--- src/rtl/demap_frame_ctrl.sv ---
// demap_frame_ctrl: FAS-based row/column framer with HUNT/PRESYNC/SYNC alignment and loss-of-frame.
// Optional statistics counters are enabled by defining DEMAP_FRAME_STATS_EN.
module demap_frame_ctrl #(
    parameter int ROW_LEN    = 1044,
    parameter int ROWS       = 4,
    parameter int MISS_LIMIT = 3
) (
    input  logic        i_clk,
    input  logic        i_rst,
    input  logic [7:0]  i_frame_data,
    input  logic        i_frame_data_valid,
    input  logic        i_frame_data_fas,
`ifdef DEMAP_FRAME_STATS_EN
    input  logic        i_stats_clr,
    output logic [15:0] o_frame_cnt,
    output logic [15:0] o_fas_err_cnt,
`endif
    output logic [7:0]  o_frame_data,
    output logic        o_frame_data_valid,
    output logic [1:0]  o_row_cnt,
    output logic [10:0] o_col_cnt,
    output logic        o_in_frame,
    output logic        o_lof
);
    localparam int MW = (MISS_LIMIT < 2) ? 1 : $clog2(MISS_LIMIT + 1);

    typedef enum logic [1:0] {HUNT, PRESYNC, SYNC} state_t;

    state_t        state_q, state_d;
    logic [1:0]    row_q, row_d, pos_row;
    logic [10:0]   col_q, col_d, pos_col;
    logic [MW-1:0] miss_q, miss_d;
    logic [7:0]    data_q, data_d;
    logic          dval_q, dval_d;
    logic [1:0]    orow_q, orow_d;
    logic [10:0]   ocol_q, ocol_d;
    logic          in_frame_q, in_frame_d;
    logic          lof_q, lof_d;
    logic          go_sync, start_evt, err_evt;
    logic          at_start, col_wrap;
    logic [1:0]    row_nx;
    logic [10:0]   col_nx;

    assign at_start = (row_q == 2'd0) && (col_q == 11'd0);
    assign col_wrap = col_q == 11'(ROW_LEN - 1);
    assign col_nx   = col_wrap ? 11'd0 : col_q + 11'd1;
    assign row_nx   = !col_wrap ? row_q : (row_q == 2'(ROWS - 1)) ? 2'd0 : row_q + 2'd1;

    always_comb begin
        state_d   = state_q;
        row_d     = row_q;
        col_d     = col_q;
        miss_d    = miss_q;
        pos_row   = row_q;
        pos_col   = col_q;
        go_sync   = 1'b0;
        start_evt = 1'b0;
        err_evt   = 1'b0;
        if (i_frame_data_valid) begin
            row_d = row_nx;
            col_d = col_nx;
            case (state_q)
                HUNT: begin
                    // counters sit at 0 here, so the plain advance is the position after a FAS byte
                    if (i_frame_data_fas) state_d = PRESYNC;
                    else begin
                        row_d = row_q;
                        col_d = col_q;
                    end
                end
                PRESYNC: begin
                    if (at_start) begin
                        if (i_frame_data_fas) begin
                            state_d = SYNC;
                            go_sync = 1'b1;
                        end else begin
                            state_d = HUNT;
                            row_d   = 2'd0;
                            col_d   = 11'd0;
                        end
                    end else if (i_frame_data_fas) begin
                        pos_row = 2'd0;
                        pos_col = 11'd0;
                        row_d   = 2'd0;
                        col_d   = 11'd1;
                    end
                end
                SYNC: begin
                    if (at_start) begin
                        start_evt = 1'b1;
                        if (i_frame_data_fas) miss_d = '0;
                        else begin
                            err_evt = 1'b1;
                            if (miss_q == MW'(MISS_LIMIT - 1)) begin
                                state_d = HUNT;
                                row_d   = 2'd0;
                                col_d   = 11'd0;
                                miss_d  = '0;
                            end else miss_d = miss_q + 1'b1;
                        end
                    end else err_evt = i_frame_data_fas;
                end
                default: begin
                    state_d = HUNT;
                    row_d   = 2'd0;
                    col_d   = 11'd0;
                end
            endcase
        end
        data_d     = i_frame_data;
        dval_d     = i_frame_data_valid && (state_q == SYNC || go_sync);
        orow_d     = i_frame_data_valid ? pos_row : orow_q;
        ocol_d     = i_frame_data_valid ? pos_col : ocol_q;
        in_frame_d = state_d == SYNC;
        lof_d      = (state_q == SYNC && state_d == HUNT) ? 1'b1 :
                     (state_q != SYNC && state_d == SYNC) ? 1'b0 : lof_q;
    end

    always_ff @(posedge i_clk or posedge i_rst) begin
        if (i_rst) begin
            state_q    <= HUNT;
            row_q      <= 2'd0;
            col_q      <= 11'd0;
            miss_q     <= '0;
            data_q     <= 8'd0;
            dval_q     <= 1'b0;
            orow_q     <= 2'd0;
            ocol_q     <= 11'd0;
            in_frame_q <= 1'b0;
            lof_q      <= 1'b1;
        end else begin
            state_q    <= state_d;
            row_q      <= row_d;
            col_q      <= col_d;
            miss_q     <= miss_d;
            data_q     <= data_d;
            dval_q     <= dval_d;
            orow_q     <= orow_d;
            ocol_q     <= ocol_d;
            in_frame_q <= in_frame_d;
            lof_q      <= lof_d;
        end
    end

    assign o_frame_data       = data_q;
    assign o_frame_data_valid = dval_q;
    assign o_row_cnt          = orow_q;
    assign o_col_cnt          = ocol_q;
    assign o_in_frame         = in_frame_q;
    assign o_lof              = lof_q;

`ifdef DEMAP_FRAME_STATS_EN
    logic [15:0] frame_cnt_q, frame_cnt_d, fas_err_cnt_q, fas_err_cnt_d;

    // clear takes priority; the error count saturates rather than wraps
    always_comb begin
        frame_cnt_d   = i_stats_clr ? 16'd0 : frame_cnt_q + {15'd0, start_evt};
        fas_err_cnt_d = i_stats_clr ? 16'd0 :
                        (err_evt && fas_err_cnt_q != 16'hFFFF) ? fas_err_cnt_q + 16'd1 : fas_err_cnt_q;
    end

    always_ff @(posedge i_clk or posedge i_rst) begin
        if (i_rst) begin
            frame_cnt_q   <= 16'd0;
            fas_err_cnt_q <= 16'd0;
        end else begin
            frame_cnt_q   <= frame_cnt_d;
            fas_err_cnt_q <= fas_err_cnt_d;
        end
    end

    assign o_frame_cnt   = frame_cnt_q;
    assign o_fas_err_cnt = fas_err_cnt_q;
`endif
endmodule

--- config.mk ---
export PLATFORM = sky130hd
export DESIGN_NAME = demap_frame_ctrl
export DESIGN_NICKNAME = d
export VERILOG_FILES = /design/src/rtl/demap_frame_ctrl.sv
export SDC_FILE = /design/constraint.sdc
export NUM_CORES = 1
export LEC_CHECK = 0
export BUFFER_PORTS_ARGS = -buffer_cell sky130_fd_sc_hd__buf_2
export CORE_MARGIN = 1
export CORE_UTILIZATION = 35
export CTS_BUF_LIST = sky130_fd_sc_hd__clkbuf_4
export CTS_CLUSTER_SIZE = 14
export DETAILED_ROUTE_END_ITERATION = 10
export GPL_ROUTABILITY_DRIVEN = 0
export PLACE_DENSITY = 0.59
export SETUP_SLACK_MARGIN = 0.4
export SYNTH_ARGS = -nofsm -noshare
export SYNTH_HDL_FRONTEND = slang
export SYNTH_SLANG_ARGS = --single-unit
export TNS_END_PERCENT = 10
--- constraint.sdc ---
create_clock -name i_clk -period 3.7 [get_ports i_clk]
set_clock_uncertainty 0.2 [all_clocks]
set_input_delay 0.37 -clock i_clk [delete_from_list [all_inputs] [get_ports i_clk]]
set_output_delay 0.37 -clock i_clk [all_outputs]
set_load 0.05 [all_outputs]
Yosys cells after proc, flatten, opt, wreduce, memory -nomap -nowiden. Cells that the tools add are included.

Input bits: 12. Logic and storage cells: 74. Output and inout bits: 24. Bits in registers: 41.

Reductions and logical operators: 12. Eq/ne operators: 8. Add/subtract/negate cells: 3. Mux-type cells: 41.

Operator list (number): two-way mux 11 bit (11); two-way mux 2 bit (21); case mux 11 bit (3 select lines) (1); case mux 2 bit (3 select lines) (2); adder 11 x 1 -> 11 bit, second input constant (1); == test 11 bit, second input constant (1); zero test 11 bit (1); == test 2 bit, second input constant (4); zero test 2 bit (3); two-way mux 1 bit (6); adder 2 x 1 -> 2 bit, second input constant (2); logical AND 1 bit (4); != test 2 bit, second input constant (2); AND reduction 3 bit (1); == test 2 x 1 -> 1 bit, second input constant (1); AND reduction 2 bit (1); nonzero test 2 bit (1); logical OR 1 bit (1).

Logic depth before layout (Yosys ltp).
Word-level depth: 10. Gate-level depth with buffers: 9. Gate-level depth less buffers: 7.

Worst setup path before layout. No wires, ideal clock.

Kind: reg2reg. Start point: register col_q[0]. End point: register col_q[4]. Library setup time: 0.080 ns. Cell stages (with the launch flop): 10. Path buffers: 2. Data required time: 3.420 ns. Clock period less this slack: 2.243 ns. Path slack: 1.457 ns. Arrival time: 1.963 ns. Cells stage by stage: dfrtp_1 > inv_1 > ha_1 > nor4bb_2 > and3_1 > buf_6 > a31o_2 > or3_1 > buf_2 > o211ai_2.

Word-level cells in the longest chain between the ends: 6. Elaborated cells between the ends (all ways): 13. Classes of those cells: add/sub: 1; eq/ne: 1; mux: 9; reduce/logical: 2.

Ends and longest elaborated chain: start, declared (RTL line 31) `logic [10:0] col_q, col_d, pos_col;`; start signal, assigned (RTL line 134) `col_q <= col_d;`; adder 11 x 1 -> 11 bit or == test 11 bit (tied branches) (RTL line 46, 45); two-way mux 11 bit (RTL line 46) `assign col_nx = col_wrap ? 11'd0 : col_q + 11'd1;`; two-way mux 11 bit (RTL line 94) `if (miss_q == MW'(MISS_LIMIT - 1)) begin`; two-way mux 11 bit (RTL line 91) `if (i_frame_data_fas) miss_d = '0;`; two-way mux 11 bit (RTL line 89) `if (at_start) begin`; case mux 11 bit (3 select lines) (*) (RTL line 62) `case (state_q)`.

Every way passes the cells marked *; elsewhere a longest branch is shown, timed or not. The select of a mux whose other input is x is not followed. A chain may end at the register's enable or synchronous reset.

Worst setup path after layout.
Start point: register row_q[0]. End point: register col_q[4].

Word-level cells in the longest chain between the ends: 4. Elaborated cells between the ends (all ways): 5. Classes of those cells: mux: 3; reduce/logical: 2.

Ends and longest elaborated chain: start, declared (RTL line 30) `logic [1:0] row_q, row_d, pos_row;`; start signal, assigned (RTL line 133) `row_q <= row_d;`; zero test 2 bit (*) (RTL line 44) `assign at_start = (row_q == 2'd0) && (col_q == 11'd0);`; logical AND 1 bit (*) (RTL line 44); two-way mux 11 bit, on equally long branches (RTL line 89, 72); case mux 11 bit (3 select lines) (*) (RTL line 62).

Every way passes the cells marked *; elsewhere a longest branch is shown, timed or not.

==> flow_summary.json <==
{
  "antenna_found_initial": 0,
  "multi_input_area_um2": 773,
  "required_ns": 3.72,
  "path_cells": "inv_1 > ha_1 > nor4bb_2 > and3_1 > mux2i_2 > or3_1 > o211ai_2",
  "ctsHoldBuffers": 9,
  "maxCapViolCount": 0,
  "syn_inst": 174,
  "startpoint_type": "flop",
  "cp-end-kind": "flop",
  "synth_largest_area_cell": "dfrtp_1",
  "die_h_um": 75.1,
  "crit_path_max_incr_delay_ns": 0.53,
  "crit_arrival_ns": 2.66,
  "root_buffer": "clkbuf_4",
  "avgSynthCellArea_um2": 10.7,
  "remaining_drc_errors": 0,
  "post-route-period-util_pct": 71.1,
  "yosysWarnings": 0,
  "wl_per_cell_um": 13.4,
  "coreArea_mm2": 0.00514,
  "syn_nets": 190,
  "hold_path_depth": 3,
  "firstDrtPassIters": 4,
  "reg2reg_depth": 7,
  "holdCritPathClass": "input port to flop",
  "seqCellArea_mm2": 0.00103,
  "fmax_mhz": 380,
  "slowest_stage": "mux2i_2",
  "final_nets": 237,
  "utilization_pct": 44.0,
  "die_x_um": 75.1,
  "drt_iter0_markers": 118,
  "ys_types": 41,
  "diodes": 0,
  "grt_overflow": 0,
  "fin_setup_tns_ns": 0,
  "final_layout_size_suffix_gt1_share_pct": 24.3,
  "path_depth": 7,
  "grt_pass1_vias": 1373,
  "worst_pin_slew_ns": 0.747,
  "relSlewSlack_pct": 50.2,
  "synth_flop_cell": "dfrtp_1",
  "area_growth_pct": 21.0,
  "cts_setup_buffers": 0,
  "cts_buffer_depth": 2,
  "port_buffers": 35,
  "maxSlewViolCount": 0,
  "path_max_fanout": 10,
  "ant_nets": 0,
  "avgViaCountPerCell": 4.90,
  "p_leak_nw": 1.12,
  "die_area_mm2": 0.00564,
  "wl_mm": 3.91,
  "grt_pass1_wl_mm": 6.61,
  "final_cell_mix": "dfrtp_1, buf_2, nand2_1",
  "grt.total_usage_pct": 15.9,
  "start_util_pct": 36.4,
  "synth.top_cells.by_area": "dfrtp_1, nand2_1, a22o_1",
  "power_density_mw_per_mm2": 572,
  "grt_max_degree": 22,
  "dp_hpwl_mm": 2.72,
  "clk-insertion-delay-late_ns": 0.34,
  "worstSetupPathType": "flop to flop",
  "synth_top_area_share_pct": 53.5,
  "clk_pin_slew_ns": 0.12,
  "ys_seq_area_share_pct": 55.0,
  "synthesis.area_mm2": 0.00187,
  "ir_drop_mv": 0.268,
  "nFillCells": 536,
  "synth_async_sr_flop_share_pct": 100,
  "htreeDepth": 2,
  "io_pins": 36,
  "setup_violations": 0,
  "cts_resized": 0,
  "cts_sinks": 41,
  "vias": 1431,
  "rows": 26,
  "cts_tree": "yes",
  "finalHoldViolCount": 0,
  "cts_inserted_buffers": 5,
  "ys_seq_elements": 41,
  "critical_path_buf_inv_count": 1,
  "crit_family": "simple AND/OR/NAND/NOR gates",
  "period_minus_slack_ns": 2.63,
  "final_common_cell": "dfrtp_1",
  "status": "complete, no violations",
  "synth_edf_count": 0,
  "rsz0062_at_grt": "no"
}
final timing paths:
kind,from,end,slack (ns)
worst max-delay path,row_q[0],col_q[4],1.07
worst min-delay path,i_frame_data_valid,o_col_cnt[10],0.17
worst max register to register,row_q[0],col_q[4],1.07
worst min register to register,o_col_cnt[2],o_col_cnt[2],0.29
max in group asynchronous,i_rst,col_q[9],2.04
min in group asynchronous,i_rst,o_frame_data[5],0.49
cell usage after synthesis, types with 2 or more instances:
master and n:
inv_1 9, o21ai_1 5, ha_1 4, or2_2 2
and4_1 2, or3_1 3, o2bb2ai_1 7, and3_1 6
nand3_1 6, nor2_1 3, dfrtp_1 40, xnor2_1 4
o21ai_0 5, nand2_1 28, a21o_1 4, a211oi_1 3
nor3_1 5, a22o_1 10, a21oi_1 4, clkbuf_1 3
metal layers:
layer  vias up  track usage [%]  wire length [um]
met2        21             23.8              1800
met3         5             3.61                85
li1        728                -                 -
met1       677             22.5              1980
met5         -                0                 0
met4         0             5.66                48
tightest hold or removal path, delay by kind of cell:
kind                   cells  cell delay, ns
AO/OA/AOI/OAI              1            0.05
buffers and inverters      1            0.18
AND/OR/NAND/NOR            1            0.08
power by group:
| part | leakage (nW) | switching [mW] | internal (mW) | total, mW |
|---|---|---|---|---|
| Combinational | 0.545 | 0.317 | 0.156 | 0.473 |
| Sequential | 0.538 | 0.0837 | 0.518 | 0.602 |
| Clock | 0.0354 | 0.140 | 0.0799 | 0.220 |
| Total | 1.12 | 0.540 | 0.754 | 1.29 |
logic make-up (layout without fill, tap and decap cells):
| family | Yosys count | in the layout | share of synthesized area [%] |
|---|---|---|---|
| AO/OA/AOI/OAI | 46 | 46 | 18.3 |
| XOR/XNOR | 4 | 4 | 1.87 |
| adder cells (fa/ha/maj) | 4 | 4 | 2.68 |
| buffers and inverters | 16 | 64 | 3.68 |
| flip-flops | 41 | 41 | 55.0 |
| multiplexers | 2 | 2 | 1.34 |
| AND/OR/NAND/NOR | 61 | 61 | 17.2 |
area by class of cell:
| class | count | share of cell area, % |
|---|---|---|
| sequential | 41 | 45.4 |
| multi-input combinational | 117 | 34.2 |
| clock inverter | 2 | 0.443 |
| timing repair buffer | 46 | 12.4 |
| inverter | 10 | 1.66 |
| tap | 70 | 3.87 |
| clock buffer | 6 | 1.99 |
per-stage QoR:
| step | worst slack, ns | cell area [um2] | hold WS [ns] | power, mW | instances |
|---|---|---|---|---|---|
| 6_report | 1.07 | 2260 | 0.166 | 1.29 | 292 |
| 5_1_grt | 0.864 | 2260 | 0.175 | 1.38 | 292 |
| 2_1_floorplan | 1.46 | 1870 | 0.201 | 0.977 | 174 |
| 3_3_place_gp | 1.15 | 2120 | 0.268 | 1.07 | 275 |
| 4_1_cts | 1.09 | 2260 | 0.158 | 1.30 | 292 |
| 3_5_place_dp | 1.11 | 2120 | 0.269 | 1.07 | 275 |
sequential cells by signal, indices dropped and copies added (netlist names), 2 cells and up:
register,flops
o_row_cnt,2
o_col_cnt,11
o_frame_data,8
state_q,2
col_q,11
row_q,2
miss_q,2
No activity file was read; power rests on OpenSTA's default activity.
